File: src/rtl/xcalc_seq.sv
// Calculator sequencer: collects a, b, op from the switches, then runs the complement
// decoder and the ALU via start/done handshakes. Optional watchdog: define CALC_TIMEOUT_EN.
module xcalc_seq #(
    parameter int OP_MAX = 3,
    parameter int TMO_W  = 16
) (
    input  logic        clk,
    input  logic        rst,
    input  logic        btn_enter,
    input  logic        btn_clear,
    input  logic [7:0]  sw,
    output logic        cmp_start,
    output logic [11:0] cmp_data,
    input  logic        cmp_done,
    output logic        alu_start,
    input  logic        alu_done,
    input  logic [7:0]  alu_result,
    output logic [7:0]  disp_val,
    output logic        disp_sgn,
    output logic [1:0]  disp_msg,
    output logic        busy,
    output logic        err
);

    typedef enum logic [2:0] {GET_A, GET_B, GET_OP, CONV, EXEC, SHOW, ERROR} state_t;

    localparam logic [1:0] MSG_VALUE = 2'b00;
    localparam logic [1:0] MSG_OP    = 2'b01;
    localparam logic [1:0] MSG_VAL   = 2'b10;
    localparam logic [1:0] MSG_ERR   = 2'b11;

    state_t     state;
    logic [3:0] a, b, op;
    logic       enter_q, clear_q;
    logic       enter_ev, clear_ev;
    logic       unused_sw;

    assign enter_ev  = btn_enter & ~enter_q;
    assign clear_ev  = btn_clear & ~clear_q;
    assign cmp_data  = {op, b, a};
    assign unused_sw = ^sw[7:4];

`ifdef CALC_TIMEOUT_EN
    // Reaching TMO_LAST on this edge means the counter becomes all-ones now.
    localparam logic [TMO_W-1:0] TMO_LAST = {{(TMO_W-1){1'b1}}, 1'b0};
    logic [TMO_W-1:0] tmo;
`else
    logic [TMO_W-1:0] unused_tmo;
    assign unused_tmo = '0;
`endif

    // NOTE: all state here is updated with non-blocking assignments so every
    // branch reads the values from before this edge.
    always_ff @(posedge clk) begin
        if (!rst) begin
            state     <= GET_A;
            a         <= '0;
            b         <= '0;
            op        <= '0;
            // Track the live button level so one held through reset gives no edge.
            enter_q   <= btn_enter;
            clear_q   <= btn_clear;
            cmp_start <= 1'b0;
            alu_start <= 1'b0;
            disp_val  <= '0;
            disp_sgn  <= 1'b0;
            disp_msg  <= MSG_VAL;
            busy      <= 1'b0;
            err       <= 1'b0;
`ifdef CALC_TIMEOUT_EN
            tmo       <= '0;
`endif
        end else begin
            enter_q   <= btn_enter;
            clear_q   <= btn_clear;
            cmp_start <= 1'b0;
            alu_start <= 1'b0;
`ifdef CALC_TIMEOUT_EN
            tmo       <= tmo + {{(TMO_W-1){1'b0}}, 1'b1};
`endif
            if (clear_ev) begin
                state    <= GET_A;
                a        <= '0;
                b        <= '0;
                op       <= '0;
                disp_msg <= MSG_VAL;
                busy     <= 1'b0;
                err      <= 1'b0;
            end else begin
                case (state)
                    GET_A: if (enter_ev) begin
                        a     <= sw[3:0];
                        state <= GET_B;
                    end
                    GET_B: if (enter_ev) begin
                        b        <= sw[3:0];
                        state    <= GET_OP;
                        disp_msg <= MSG_OP;
                    end
                    GET_OP: if (enter_ev) begin
                        op <= sw[3:0];
                        if (32'(sw[3:0]) > OP_MAX) begin
                            state    <= ERROR;
                            disp_msg <= MSG_ERR;
                            disp_val <= '0;
                            disp_sgn <= 1'b0;
                            err      <= 1'b1;
                        end else begin
                            state     <= CONV;
                            cmp_start <= 1'b1;
                            disp_msg  <= MSG_VALUE;
                            busy      <= 1'b1;
`ifdef CALC_TIMEOUT_EN
                            tmo       <= '0;
`endif
                        end
                    end
                    // A done seen while our own start is still high is stale.
                    CONV: if (cmp_done && !cmp_start) begin
                        state     <= EXEC;
                        alu_start <= 1'b1;
`ifdef CALC_TIMEOUT_EN
                        tmo       <= '0;
                    end else if (tmo == TMO_LAST) begin
                        state    <= ERROR;
                        disp_msg <= MSG_ERR;
                        disp_val <= '0;
                        disp_sgn <= 1'b0;
                        busy     <= 1'b0;
                        err      <= 1'b1;
`endif
                    end
                    EXEC: if (alu_done && !alu_start) begin
                        state    <= SHOW;
                        disp_sgn <= alu_result[7];
                        disp_val <= alu_result[7] ? (~alu_result + 8'd1) : alu_result;
                        busy     <= 1'b0;
`ifdef CALC_TIMEOUT_EN
                    end else if (tmo == TMO_LAST) begin
                        state    <= ERROR;
                        disp_msg <= MSG_ERR;
                        disp_val <= '0;
                        disp_sgn <= 1'b0;
                        busy     <= 1'b0;
                        err      <= 1'b1;
`endif
                    end
                    SHOW: if (enter_ev) begin
                        state    <= GET_A;
                        a        <= '0;
                        b        <= '0;
                        op       <= '0;
                        disp_msg <= MSG_VAL;
                    end
                    ERROR: if (enter_ev) begin
                        state    <= GET_A;
                        disp_msg <= MSG_VAL;
                        err      <= 1'b0;
                    end
                    default: state <= GET_A;
                endcase
            end
        end
    end

endmodule

File: config.mk
export PLATFORM = sky130hd
export DESIGN_NAME = xcalc_seq
export DESIGN_NICKNAME = d
export VERILOG_FILES = /design/src/rtl/xcalc_seq.sv
export SDC_FILE = /design/constraint.sdc
export NUM_CORES = 1
export LEC_CHECK = 0
export CELL_PAD_IN_SITES_DETAIL_PLACEMENT = 2
export CELL_PAD_IN_SITES_GLOBAL_PLACEMENT = 2
export CORE_MARGIN = 2
export CORE_UTILIZATION = 25
export DETAILED_ROUTE_END_ITERATION = 16
export PLACE_DENSITY = 0.85
export SETUP_SLACK_MARGIN = 0.5
export SLEW_MARGIN = 0
export SYNTH_ARGS = -nofsm -noshare
export SYNTH_HDL_FRONTEND = slang
export SYNTH_SLANG_ARGS = --single-unit
File: constraint.sdc
create_clock -name clk -period 2.9 [get_ports clk]
set_clock_uncertainty 0.15 [all_clocks]
set_input_delay 0.725 -clock clk [delete_from_list [all_inputs] [get_ports clk]]
set_output_delay 0.725 -clock clk [all_outputs]
set_load 0.1 [all_outputs]
Yosys cells after proc, flatten, opt, wreduce, memory -nomap -nowiden:

Index checks and enable logic that the tools add are counted.

* flip-flop bits (word level): 32
* bits of input ports: 22
* output and inout port bits: 27
* logic and storage cells: 101

* add/subtract/negate cells: 1
* $lt $le $gt $ge: 1
* eq/ne operators: 16
* multiplexer cells: 37
* bitwise gates (word level): 10
* reductions and logical operators: 23

Operators with widths (count)
* $mux W8: 4
* $pmux W4 S2: 3
* $mux W3: 7
* $ne A2 B2 Y1 const B: 9
* $pmux W3 S6: 1
* $pmux W8 S2: 1
* $reduce_and A4 Y1: 3
* $mux W1: 11
* $reduce_bool A2 Y1: 5
* $eq A3 B3 Y1 const B: 3
* $reduce_and A3 Y1: 3
* $add A8 B1 Y8 const B: 1
* $mux W2: 4
* $mux W4: 2
* $not A8 Y8: 1
* $not A1 Y1: 7
* $eq A3 B2 Y1 const B: 2
* $pmux W1 S2: 3
* $pmux W2 S3: 1
* $reduce_and A6 Y1: 1
* $reduce_and A5 Y1: 1
* $gt A4 B2 Y1 const B: 1
* $reduce_or A2 Y1: 2
* $reduce_or A4 Y1: 1
* other kinds (8): 11

Logic depth before layout (Yosys ltp):

Gate-level depths: netlist of run 1.

* depth after elaboration: 5
* mapped depth: 7
* depth with buffers taken out: 7

Worst setup path after synthesis of run 1:

OpenSTA, ideal clock, no wires.

* path kind: in2reg
* start point: input btn_enter
* end point: register disp_val[3]
* library setup time: 0.087 ns
* data arrival time: 1.945 ns
* data required time: 2.663 ns
* slack: 0.718 ns
* cell stages on the path: 6
* buffers on the path: 2
* cell sequence: nor2b_1 buf_2 o22ai_2 or4_4 buf_6 o31ai_1

* cells in the longest elaborated chain, start to end: 3

RTL lines
* start: declaration: line 9 `input logic btn_enter,`
* $and A1 B1 Y1: line 38 `assign enter_ev = btn_enter & ~enter_q;`
* $ne A2 B2 Y1 (no line)
* $reduce_and A5 Y1 (no line)
* end signal: assignment: line 136 `disp_val <= alu_result[7] ? (~alu_result + 8'd1) : alu_result;`
* end: declaration: line 18 `output logic [7:0] disp_val,`

No other way between the ends.
A chain may end at the register's enable or synchronous reset.

Worst setup path after layout of run 1:

* start point: input btn_enter
* end point: register state[2]

* cells in the longest elaborated chain, start to end: 3
* elaborated cells on any way between the ends: 6
* those cells by class: eq/ne (4); bitwise (1); reduce/logical (1)

RTL lines
* $and A1 B1 Y1 *: line 38
* $ne A2 B2 Y1 (no line) / $ne A2 B1 Y1 (equally long branches)
* $reduce_and A6 Y1 (no line) *
* end signal: assignment: line 56 `state <= GET_A;`
* end signal: assignment: line 82 `state <= GET_A;`
* end signal: assignment: line 93 `state <= GET_B;`
* end: declaration: line 32 `state_t state;`

Every way passes the cells marked *; elsewhere a longest branch is shown, timed or not.

==> results.yml, run 1 <==
critical_path:
  r2r-start: "state[1]$_SDFFE_PP0P_"
  crit_family: "compound AO/OA/AOI/OAI gates"
  slowest_stage: "clkdlybuf4s50_1"
  cp_cell_sequence: "clkdlybuf4s50_1, nor2b_2, buf_4, o22ai_1, a21oi_2, a31oi_1, a211oi_1"
  worstSetupPathType: "in2reg"
  worstSetupStartpointType: "input port"
  cp-end-kind: "register"
  path_depth: 7
  arrival_ns: 2.31
  cp.required_ns: 2.94
  r2r_slack_ns: 0.72
  critPathMaxStageDelay_ns: 0.49
  cp_max_fo: 6
  worst-path-buf-inv: 2
  worstSetupEndpoint: "state[2]$_SDFFE_PP0P_"
  r2r_cells: 4
  r2r_end: "disp_val[4]$_SDFFE_PN0P_"
  cp-startpoint: "btn_enter"
global_routing:
  grt_max_degree: 21
  gr-usage-all-layers: 0.159
  antenna_found_initial: 0
  grt_pass1_wl_um: 8780
  grt_pass1_vias: 1719
  grt_remaining_overflow: 0
yosys:
  avgSynthCellArea_um2: 8.28
  ys_seq_elements: 32
  synth.area.mux_share: 0.0509
  synth_top_area_share: 0.407
  ys_seq_area_frac: 0.407
  yosys_warnings: 0
  synthCells: 190
  synth-xor-area-share: 0.0334
  synthSimpleGateAreaFrac: 0.293
  synth-compound-area-share: 0.152
  syn_area_um2: 1570
  synth_nets: 213
  synth_area_leaders: "dfxtp_1, nand2_1, mux2i_1"
  synth_fa_ha_area_frac: 0.0143
  yosysTopAreaCell: "dfxtp_1"
  synth.distinct_cells: 40
  synth_top_family_by_area: "simple AND/OR/NAND/NOR gates"
timing:
  maxSlewHeadroom: 0.502
  holdWs_ns: 0.313
  final_max_slew_viol_count: 0
  finalCritPeriodShare: 0.785
  hold_violations: 0
  worstMarginPinSlew_ns: 0.745
  rsz0062_at_grt: "no"
  setup_viol: 0
  period_needed_ns: 2.28
  tns_ns: 0
  fmax_mhz: 439
run_status:
  status: "completed"
routing:
  wl_um: 5200
  vias_per_cell: 5.00
  firstDrtPassIters: 4
  ant_nets: 0
  wire_per_inst_um: 16.7
  drc_errors: 0
  vias: 1561
  drtIter0Drc: 55
placed_design:
  routabilityCongestion: 0.748
  io_buffers: 44
  dpl.hpwl_um: 3810
clocking:
  cts_buffers: 5
  cts_max_level: 2
  cts_tree: "yes"
  clkTransAtPathRegs_ns: 0.07
  root_buffer: "clkbuf_8"
  ctsHoldBuffers: 0
  cts.sinks: 32
  cts_buffer_depth: 2
  clk_latency_ns: 0.29
die:
  fp.dieH_um: 83.3
  die_area_um2: 6950
  core_um2: 5990
  ios: 49
  initial_core_util: 0.263
  rows: 28
  die-width_um: 83.3
layout:
  antenna_cells: 0
  post_route_cells_drive_above_1_share: 0.215
  fill_cells: 687
  final_util: 0.357
  nNetsFinal: 259
  final_common_cell: "buf_4"
  final_cell_mix: "buf_4, dfxtp_1, nand2_1, nor2_1, clkdlybuf4s50_1"
  syn2layout_area_growth_pct: 35.9
min_path:
  hp-class: "reg2reg"
  holdCritStartpoint: "b[1]$_SDFFE_PP0P_"
power_and_ir_drop:
  max-vdd-ir-drop_mv: 0.248
  power.density_nw_per_um2: 445
  p_leak_nw: 0.820
run:
  drv_cap: 0
sequential cells by signal (all words and copies together) (netlist names):
register   cells
state          3
clear_q        1
err            1
disp_val       8
disp_sgn       1
disp_msg       2
busy           1
b              4
a              4
enter_q        1
op             4
alu_start      1
cmp_start      1
cells in the mapped netlist (all sizes together):
cell	instances
o21ai	7
o31ai	5
nand2	24
a211o	1
or3	2
xor2	4
a22oi	1
or3b	2
inv	3
nor2b	5
a21boi	5
nand3	11
nor2	20
nor3	4
a211oi	3
buf	6
a31oi	1
nand4b	1
nor4	2
o22ai	3
xnor2	2
clkbuf	7
or4	1
and2	5
o32ai	1
ha	1
a21oi	10
mux2i	8
nor3b	1
nand3b	4
dfxtp	32
maj3	1
nand2b	7
power by group:
group	switching [mW]	internal, mW	total (mW)	leakage [nW]
combinational	0.0822	0.0539	0.136	0.515
sequential	0.00752	0.445	0.453	0.259
clock	0.170	0.194	0.364	0.0455
total	0.260	0.693	0.953	0.820
cell families (layout without fill, tap and decap cells):
| logic type | Yosys count | in the layout |
|---|---|---|
| compound gates | 37 | 37 |
| xor+xnor | 6 | 6 |
| fa+ha+maj | 2 | 2 |
| buf+inv | 16 | 63 |
| flops | 32 | 32 |
| mux | 8 | 8 |
| simple gates | 89 | 89 |
worst min path at each step:
stage               slack [ns]  depth (start not counted)                  endpoint
floorplan                 0.38                          2  disp_msg[1]$_SDFFE_PP1P_
global placement          0.29                          2         b[2]$_SDFFE_PP0P_
detailed placement        0.30                          2         b[1]$_SDFFE_PP0P_
CTS                       0.31                          2         b[1]$_SDFFE_PP0P_
global route              0.35                          2         b[1]$_SDFFE_PP0P_
finish                    0.31                          2         b[1]$_SDFFE_PP0P_
metrics by stage:
step                instances  instance area, um2  setup slack (ns)  power, mW
floorplan                 190                1570             0.718      0.542
global placement          304                2030             0.228      0.591
detailed placement        304                2030             0.182      0.596
CTS                       312                2130             0.501      0.963
global route              312                2140             0.508      0.998
finish                    312                2140             0.624      0.953
area by class of cell:
| class | count | area [um2] | area share |
|---|---|---|---|
| multi-input cells | 142 | 871 | 0.407 |
| flip-flops and latches | 32 | 641 | 0.299 |
| repair buffers | 52 | 433 | 0.202 |
| well taps | 75 | 93.8 | 0.0439 |
| clock buffers | 8 | 90.1 | 0.0421 |
| inverters | 3 | 11.3 | 0.00526 |
timing repair:
| item | CTS | global route |
|---|---|---|
| pin swaps | 0 | 1 |
| gates resized for setup | 1 | 3 |
| buffers inserted | 0 | 0 |
| setup endpoints to repair | 2 | 10 |
tightest hold or removal path: stages, from the launching register on:
cell and delay [ns]:
dfxtp_1 0.31, nand2_1 0.05, a21oi_1 0.05
routing by layer:
metal | GRT usage | up-vias | wire length [um]
met5 | 0 | - | 0
met4 | 0.0551 | 0 | 65
met3 | 0.0388 | 5 | 195
met2 | 0.284 | 27 | 2780
met1 | 0.182 | 782 | 2150
li1 | - | 747 | -
No activity file was read; power rests on OpenSTA's default activity.
==> run 2: changes to the inputs <==
--- a/config.mk
+++ b/config.mk
@@ -8,9 +8,9 @@
 export CELL_PAD_IN_SITES_DETAIL_PLACEMENT = 2
 export CELL_PAD_IN_SITES_GLOBAL_PLACEMENT = 2
 export CORE_MARGIN = 2
-export CORE_UTILIZATION = 25
+export CORE_UTILIZATION = 23
 export DETAILED_ROUTE_END_ITERATION = 16
-export PLACE_DENSITY = 0.85
+export PLACE_DENSITY = 0.83
 export SETUP_SLACK_MARGIN = 0.5
 export SLEW_MARGIN = 0
 export SYNTH_ARGS = -nofsm -noshare
==> constraint.sdc (replaced) <==
create_clock -name clk -period 1.9 [get_ports clk]
set_clock_uncertainty 0.15 [all_clocks]
set_input_delay 0.475 -clock clk [delete_from_list [all_inputs] [get_ports clk]]
set_output_delay 0.475 -clock clk [all_outputs]
set_load 0.1 [all_outputs]
==> run 2 against run 1 <==
The run now ends with negative setup slack left. Clock-buffer cell count fell by 1. Worst setup slack got worse by 0.79 ns. First-iteration DRC count rose by 93%.
==> results.yml, run 2 (same netlist as run 1, synthesis figures left out) <==
run_status:
  status: "finished with violations"
  violations: "negative setup slack"
placed_design:
  routabilityCongestion: 0.740
  io_buffers: 44
  place_ws_ns: -0.571
  dpl.hpwl_um: 4550
  placed_area_um2: 2630
routing:
  wire_per_inst_um: 28.0
  drtIter0Drc: 106
  vias_per_cell: 5.24
  wl_um: 10900
  vias: 2039
  firstDrtPassIters: 4
  ant_nets: 0
  drc_errors: 0
clocking:
  cts.sinks: 32
  clk_latency_ns: 0.31
  cts_tree: "yes"
  cts_buffer_depth: 2
  root_buffer: "clkbuf_8"
  cts_buffers: 5
  ctsHoldBuffers: 0
  clkTransAtPathRegs_ns: 0.08
  cts_max_level: 2
timing:
  finalCritPeriodShare: 1.09
  fmax_mhz: 485
  final_max_slew_viol_count: 0
  period_needed_ns: 2.06
  setup_viol: 13
  maxSlewHeadroom: 0.772
  rsz0062_at_grt: "yes"
  hold_violations: 0
  fin_ws_ns: -0.163
  holdWs_ns: 0.371
  worstMarginPinSlew_ns: 0.339
global_routing:
  gr-usage-met1: 0.298
  met3_usage: 0.0448
  grt_remaining_overflow: 0
  grt_pass1_wl_um: 13400
  antenna_found_initial: 0
  grt_pass1_vias: 2167
  gr-usage-all-layers: 0.243
  grt_max_degree: 16
  grt_use_met2: 0.434
  busiest_layer: "met2"
layout:
  syn2layout_area_growth_pct: 137
  final_cell_mix: "buf_4, buf_12, buf_6, dfxtp_2, nor2_1"
  final_common_cell: "buf_4"
  register_area_um2: 711
  fill_cells: 607
  largest_register: "disp_val"
  multi_input_area_um2: 1330
  nNetsFinal: 331
  post_route_cells_drive_above_1_share: 0.731
  design_area_um2: 3730
  largest_reg_flops: 8
  antenna_cells: 0
  final_util: 0.555
die:
  fp.dieH_um: 86.7
  ios: 49
  rows: 30
  initial_core_util: 0.234
  core_um2: 6720
  die_area_um2: 7520
  die-width_um: 86.7
critical_path:
  cp-end-kind: "register"
  arrival_ns: 2.13
  cp_max_fo: 6
  worstSetupPathType: "reg2reg"
  cp.required_ns: 1.96
  worstSetupStartpointType: "register"
power_and_ir_drop:
  max-vdd-ir-drop_mv: 0.322
  p_leak_nw: 1.46
  power.density_nw_per_um2: 503
run:
  drv_cap: 0
min_path:
  hp-class: "in2reg"
-- run 2: layout make-up --
class | instances | area share
repair buffers | 123 | 0.388
multi-input cells | 143 | 0.358
flip-flops and latches | 32 | 0.191
well taps | 80 | 0.0268
clock buffers | 7 | 0.0258
clock inverters | 1 | 0.00805
inverters | 3 | 0.00302
-- run 2: critical path, cell delays in order (launching register included) --
cell and delay [ns]:
dfxtp_4 0.42, xor2_2 0.22, nand2_2 0.13, buf_4 0.16, nor4_2 0.28, buf_4 0.26, nand3_2 0.12, a21boi_2 0.22
-- run 2: per-stage QoR --
step	setup TNS, ns	cells	power, mW
after floorplan	0	190	0.834
after global placement	-5.97	333	0.963
after detailed placement	-8.49	333	0.973
after CTS	-0.0180	370	1.79
after global routing	-1.20	389	1.93
final	-0.634	389	1.88
-- run 2: repair_timing --
action / CTS / global route
gates cloned: 2 / 0
pin swaps: 35 / 33
setup endpoints to repair: 57 / 57
resized for setup: 88 / 63
buffers inserted: 27 / 19
-- run 2: path summary, 6_finish.rpt --
path                            start                        to  slack (ns)  cells past startpoint
min reg2reg  disp_val[6]$_SDFFE_PN0P_  disp_val[6]$_SDFFE_PN0P_        0.38                      2
max             state[2]$_SDFFE_PP0P_     disp_sgn$_SDFFE_PN0P_       -0.16                      7
min                         btn_clear           clear_q$_DFF_P_        0.37                      1
max reg2reg     state[2]$_SDFFE_PP0P_     disp_sgn$_SDFFE_PN0P_       -0.16                      7
-- run 2: report_power, final --
part	leakage, nW	switching, mW	total, mW	internal [mW]
clock	0.0645	0.321	0.784	0.464
combinational	1.12	0.225	0.418	0.193
sequential	0.277	0.0118	0.675	0.663
total	1.46	0.557	1.88	1.32
-- run 2: routing by layer --
metal  up-vias  wire [um]  share of wire
li1        899          -              -
met1      1058       4660           0.43
met2        61       5520           0.51
met3        21        414          0.038
met4         0        286          0.026
met5         -          0              0
==> run 3: changes to the inputs <==
--- a/config.mk
+++ b/config.mk
@@ -10,7 +10,7 @@
 export CORE_MARGIN = 2
 export CORE_UTILIZATION = 23
 export DETAILED_ROUTE_END_ITERATION = 16
-export PLACE_DENSITY = 0.83
+export PLACE_DENSITY = 0.82
 export SETUP_SLACK_MARGIN = 0.5
 export SLEW_MARGIN = 0
 export SYNTH_ARGS = -nofsm -noshare
==> run 3 against run 2 <==
Register-to-register slack better by 0.05 ns. Total power shrank 2.3%. Core utilization is 0.11 points higher. Via count is 2.6% lower. Sequential power is essentially flat. The flow still finishes with violations (negative setup slack). Critical path type unchanged. Combinational power grew 6.2%.
==> results.yml, run 3 (same netlist as run 1, synthesis figures left out) <==
run_status:
  status: "finished with violations"
  violations: "negative setup slack"
critical_path:
  cp_cell_sequence: "buf_4, or3b_4, buf_6, o32ai_4, buf_6, a211o_1, nand2_2, a21oi_2"
  worstSetupPathType: "reg2reg"
  worstSetupStartpointType: "register"
  cp_max_fo: 4
  critPathMaxStageDelay_ns: 0.40
  cp-end-kind: "register"
  cp.required_ns: 1.97
  slowest_stage: "or3b_4"
  cpMostUsedCell: "buf_6"
  arrival_ns: 2.09
  crit_family: "simple AND/OR/NAND/NOR gates"
  worst-path-buf-inv: 3
global_routing:
  grt_remaining_overflow: 0
  antenna_found_initial: 0
  grt_pass1_wl_um: 13500
  grt_max_degree: 18
  grt_pass1_vias: 2172
  gr-usage-all-layers: 0.246
placed_design:
  dpl.hpwl_um: 4610
  routabilityCongestion: 0.797
  numPlacedInstances: 337
  io_buffers: 44
die:
  die-width_um: 86.7
  rows: 30
  initial_core_util: 0.234
  core_um2: 6720
  ios: 49
  die_area_um2: 7520
  fp.dieH_um: 86.7
clocking:
  cts_tree: "yes"
  cts_max_level: 2
  cts_buffers: 5
  cts_buffer_depth: 2
  root_buffer: "clkbuf_8"
  clkTransAtPathRegs_ns: 0.08
  cts.sinks: 32
  clk_latency_ns: 0.31
run:
  drv_cap: 0
routing:
  wl_um: 10300
  drtIter0Drc: 73
  wire_per_inst_um: 26.8
  drc_errors: 0
  ant_nets: 0
  firstDrtPassIters: 4
  vias_per_cell: 5.15
  vias: 1986
timing:
  hold_violations: 0
  finalCritPeriodShare: 1.06
  setup_viol: 7
  rsz0062_at_grt: "yes"
  period_needed_ns: 2.02
  fin_ws_ns: -0.117
  fmax_mhz: 496
  maxSlewHeadroom: 0.764
  final_max_slew_viol_count: 0
  worstMarginPinSlew_ns: 0.351
layout:
  final_cells: 386
  final_cell_mix: "buf_4, buf_12, buf_6, dfxtp_2"
  nNetsFinal: 328
  final_common_cell: "buf_4"
  syn2layout_area_growth_pct: 137
  antenna_cells: 0
  post_route_cells_drive_above_1_share: 0.709
  largest_reg_flops: 8
  final_util: 0.556
  largest_register: "disp_val"
min_path:
  hp-class: "in2reg"
power_and_ir_drop:
  p_total_mw: 1.83
  max-vdd-ir-drop_mv: 0.440
  p_leak_nw: 1.47
  power.density_nw_per_um2: 491
run 3: cell count changes in the layout (fill, tap and decap cells not counted), moves of 3 or more:
cell	change
buf_4	-7
clkdlybuf4s15_1	+4
dlygate4sd2_1	-4
nand2_2	-3
run 3: cell type report:
type	count	area, um2
Fill cell	635	2980
Timing Repair Buffer	120	1480
Multi-Input combinational cell	143	1330
Sequential cell	32	704
Tap cell	80	100
Clock buffer	6	72.6
Clock inverter	2	35.0
Inverter	3	11.3
run 3: report_power, final:
group          internal [mW]  leakage, nW  switching [mW]  total [mW]
registers              0.667        0.276          0.0110       0.678
logic                  0.213         1.14           0.231       0.444
clock network          0.390       0.0552           0.321       0.711
run 3: through the flow:
stage,hold WS (ns),instance area [um2],TNS (ns),worst slack [ns]
2_1_floorplan,0.353,1630,0,0.0912
3_3_place_gp,0.312,2660,-5.62,-0.408
3_5_place_dp,0.323,2660,-8.51,-0.545
4_1_cts,0.275,3400,0,0.0391
5_1_grt,0.257,3740,-0.504,-0.143
6_report,0.262,3740,-0.173,-0.117
run 3: final timing paths:
check	startpoint	to	slack (ns)	cells past startpoint
max	state[1]$_SDFFE_PP0P_	state[1]$_SDFFE_PP0P_	-0.12	8
min	btn_clear	clear_q$_DFF_P_	0.26	1
max reg2reg	state[1]$_SDFFE_PP0P_	state[1]$_SDFFE_PP0P_	-0.12	8
min reg2reg	b[1]$_SDFFE_PP0P_	b[1]$_SDFFE_PP0P_	0.35	2
run 3: metal layers:
metal / up-vias / share of wire / routed length [um] / GRT usage
li1: 891 / - / - / -
met1: 1007 / 0.41 / 4210 / 0.307
met2: 58 / 0.51 / 5250 / 0.435
met3: 30 / 0.037 / 379 / 0.0324
met4: 0 / 0.047 / 484 / 0.0852
met5: - / 0 / 0 / 0
run 3: what timing repair did:
action                                 4_1_cts  5_1_grt
setup buffers                               24       13
endpoints found under the hold margin        0        0
hold buffers                                 0        0
resized for setup                          103       48
pin swaps                                   45       26
setup endpoints to repair                   57       57
gates cloned                                 3        1
==> RTL edit, RTL diff (flow settings as in run 3) <==
Build with the macro `CALC_TIMEOUT_EN` defined.
--- a/src/rtl/xcalc_seq.sv
+++ b/src/rtl/xcalc_seq.sv
@@ -1,5 +1,7 @@
 // Calculator sequencer: collects a, b, op from the switches, then runs the complement
 // decoder and the ALU via start/done handshakes. Optional watchdog: define CALC_TIMEOUT_EN.
+`define CALC_TIMEOUT_EN
+
 module xcalc_seq #(
     parameter int OP_MAX = 3,
     parameter int TMO_W  = 16
Function: no difference found for any inputs over 10 cycles, from zero or initial values and one cycle with rst low; that may be too few to reach the edited logic, so the function may still have changed.
==> RTL edit against run 3 <==
The flow still finishes with violations (negative setup slack). Sequential share of layout area rose by 3.3 points. Worst hold slack improved by 0.017 ns. Design area rose by 25%. Routed wire length rose by 31%. Worst setup slack improved by 0.077 ns. Total power rose by 39%. First-iteration DRC count rose by 11%. Synthesized area rose by 52%. Sequential power rose by 58%. Maximum frequency rose by 4.0%. Die area rose by 49%. Sequential cell count rose by 16.
==> RTL edit: results (changes against run 3) <==
| Metric | Value |
|---|---|
| Distinct cells, synth | `54 (+35%)` |
| Top post-synthesis cells by area | `dfxtp_1 40%, nor2_1 7.7%, mux2i_1 6.7%` |
| LEAKAGE | `0.00183 µW (+25%)` |
| Crit path time final | `1.94 ns (-0.0774 ns)` |
| Worst hold start | `btn_enter` |
| CTS Buf Count | `5 (unchanged)` |
| Placed inst area | `3700 µm² (+39%)` |
| Failing checks | `negative setup slack` |
| Final TNS setup | `-0.163 ns (+0.00939 ns)` |
| HPWL Detailed | `7060 µm (+53%)` |
| # setup viols final | `8 (+1)` |
| First-pass GRT wire length | `18500 µm (+37%)` |
| Crit path from | `alu_done` |
| Via density | `5.01 (-2.5%)` |
| Total GRT Usage | `0.219 (-0.0273)` |
| Worst R2R End | `disp_val[2]` |
| Placed insts | `492 (+46%)` |
| Nets | `431 (+31%)` |
| Worst r2r src | `tmo[0]` |
| R2r worst-path depth | `9 (+1)` |
| CP endpoint | `disp_val[7]` |
| Filler Cells Inserted | `1039 (+64%)` |
| Clk_lat worst skew | `0.33 ns (+0.02 ns)` |
| GPL Wtd Cong | `0.799 (+0.26%)` |
| Seq pwr share | `0.419 (+0.049)` |
| DP Worst Slack | `-0.502 ns (+0.0429 ns)` |
| Internal reg-to-reg setup slack | `-0.03 ns (+0.09 ns)` |
| DRT iter0 DRCs | `81 (+11%)` |
| Worst-path clk slew | `0.10 ns (+0.02 ns)` |
| Min-Delay Path Class | `in2reg` |
| Int Pwr | `1710 µW (+35%)` |
| Switching power | `829 µW (+47%)` |
| Worst VDD drop | `0.306 mV (-30%)` |
| Worst-Margin Slew | `0.562 ns (+0.211 ns)` |
| Largest net degree at the start of global routing | `17 (-1)` |
| Post-synthesis sequential area ratio | `0.402 (-0.00532)` |
| Cells after synthesis | `277 (+46%)` |
| Worst setup SP type | `primary input` |
| Final Non-Filler Cells | `543 (+41%)` |
| Share of cells above drive strength 1 | `0.646 (-0.0630)` |
| CP Data Arrival Time | `1.98 ns (-0.11 ns)` |
| Post-Syn Nets | `302 (+42%)` |
| Final WS setup | `-0.0401 ns (+0.0774 ns)` |
| Synth top cells by count | `49 x nor2_1, 48 x dfxtp_1, 21 x nand2_1, 16 x mux2i_1, 12 x o21ai_0` |
| Status | `finished with violations` |
| Hold_ws | `0.278 ns (+0.0168 ns)` |
| Worst Hold Path EP | `enter_q` |
| WL/cell | `25.0 µm (-6.5%)` |
| Number of global-route vias before repair | `3155 (+45%)` |
==> RTL edit: cell types whose count changed after synthesis, sizes merged, moves of 5 or more <==
cell / run 3 / this run
a21boi: 5 / 0
a22o: 0 / 5
dfxtp: 32 / 48
mux2i: 8 / 16
nand4: 0 / 6
nor2: 20 / 49
o21ai: 7 / 13
xnor2: 2 / 10
xor2: 4 / 9
==> RTL edit: layout make-up <==
type	count	area [µm²]	share of cell area
multi-input combinational	211	1840	0.393
timing repair buffer	134	1500	0.320
sequential	48	1040	0.222
tap	136	170	0.0363
clock buffer	5	68.8	0.0147
clock inverter	3	41.3	0.00882
inverter	6	27.5	0.00588
==> RTL edit: logic make-up (layout without fill, tap and decap cells) <==
logic type	Yosys count	after routing	synth area share
AOI/OAI and AO/OA	49	49	0.140
xor gates and xnor gates	19	19	0.0696
adders and majority gates	3	3	0.0157
buffers and inverters	18	148	0.0319
DFF	48	48	0.402
muxes	16	16	0.0669
and+or+nand+nor	124	124	0.275
==> RTL edit: metal layers <==
metal,part of all wire,wire [µm],GRT usage,vias up
met5,0,0,0,-
met4,0.059,800,0.114,0
met3,0.032,436,0.0343,49
met2,0.54,7400,0.428,89
met1,0.36,4950,0.222,1362
li1,-,-,-,1223
==> RTL edit: timing repair <==
| action | CTS | global route |
|---|---|---|
| hold buffers | 0 | 0 |
| gates resized for setup | 86 | 80 |
| gates cloned | 1 | 0 |
| pin swaps | 37 | 37 |
| setup endpoints to repair | 73 | 73 |
| setup buffers | 25 | 17 |
==> RTL edit: worst max-delay path, cell delays in order <==
cell and delay (ns):
clkdlybuf4s50_1 0.51, nand2b_1 0.15, buf_4 0.18, a21oi_2 0.16
nor2_2 0.09, o211ai_1 0.27, a31oi_2 0.16
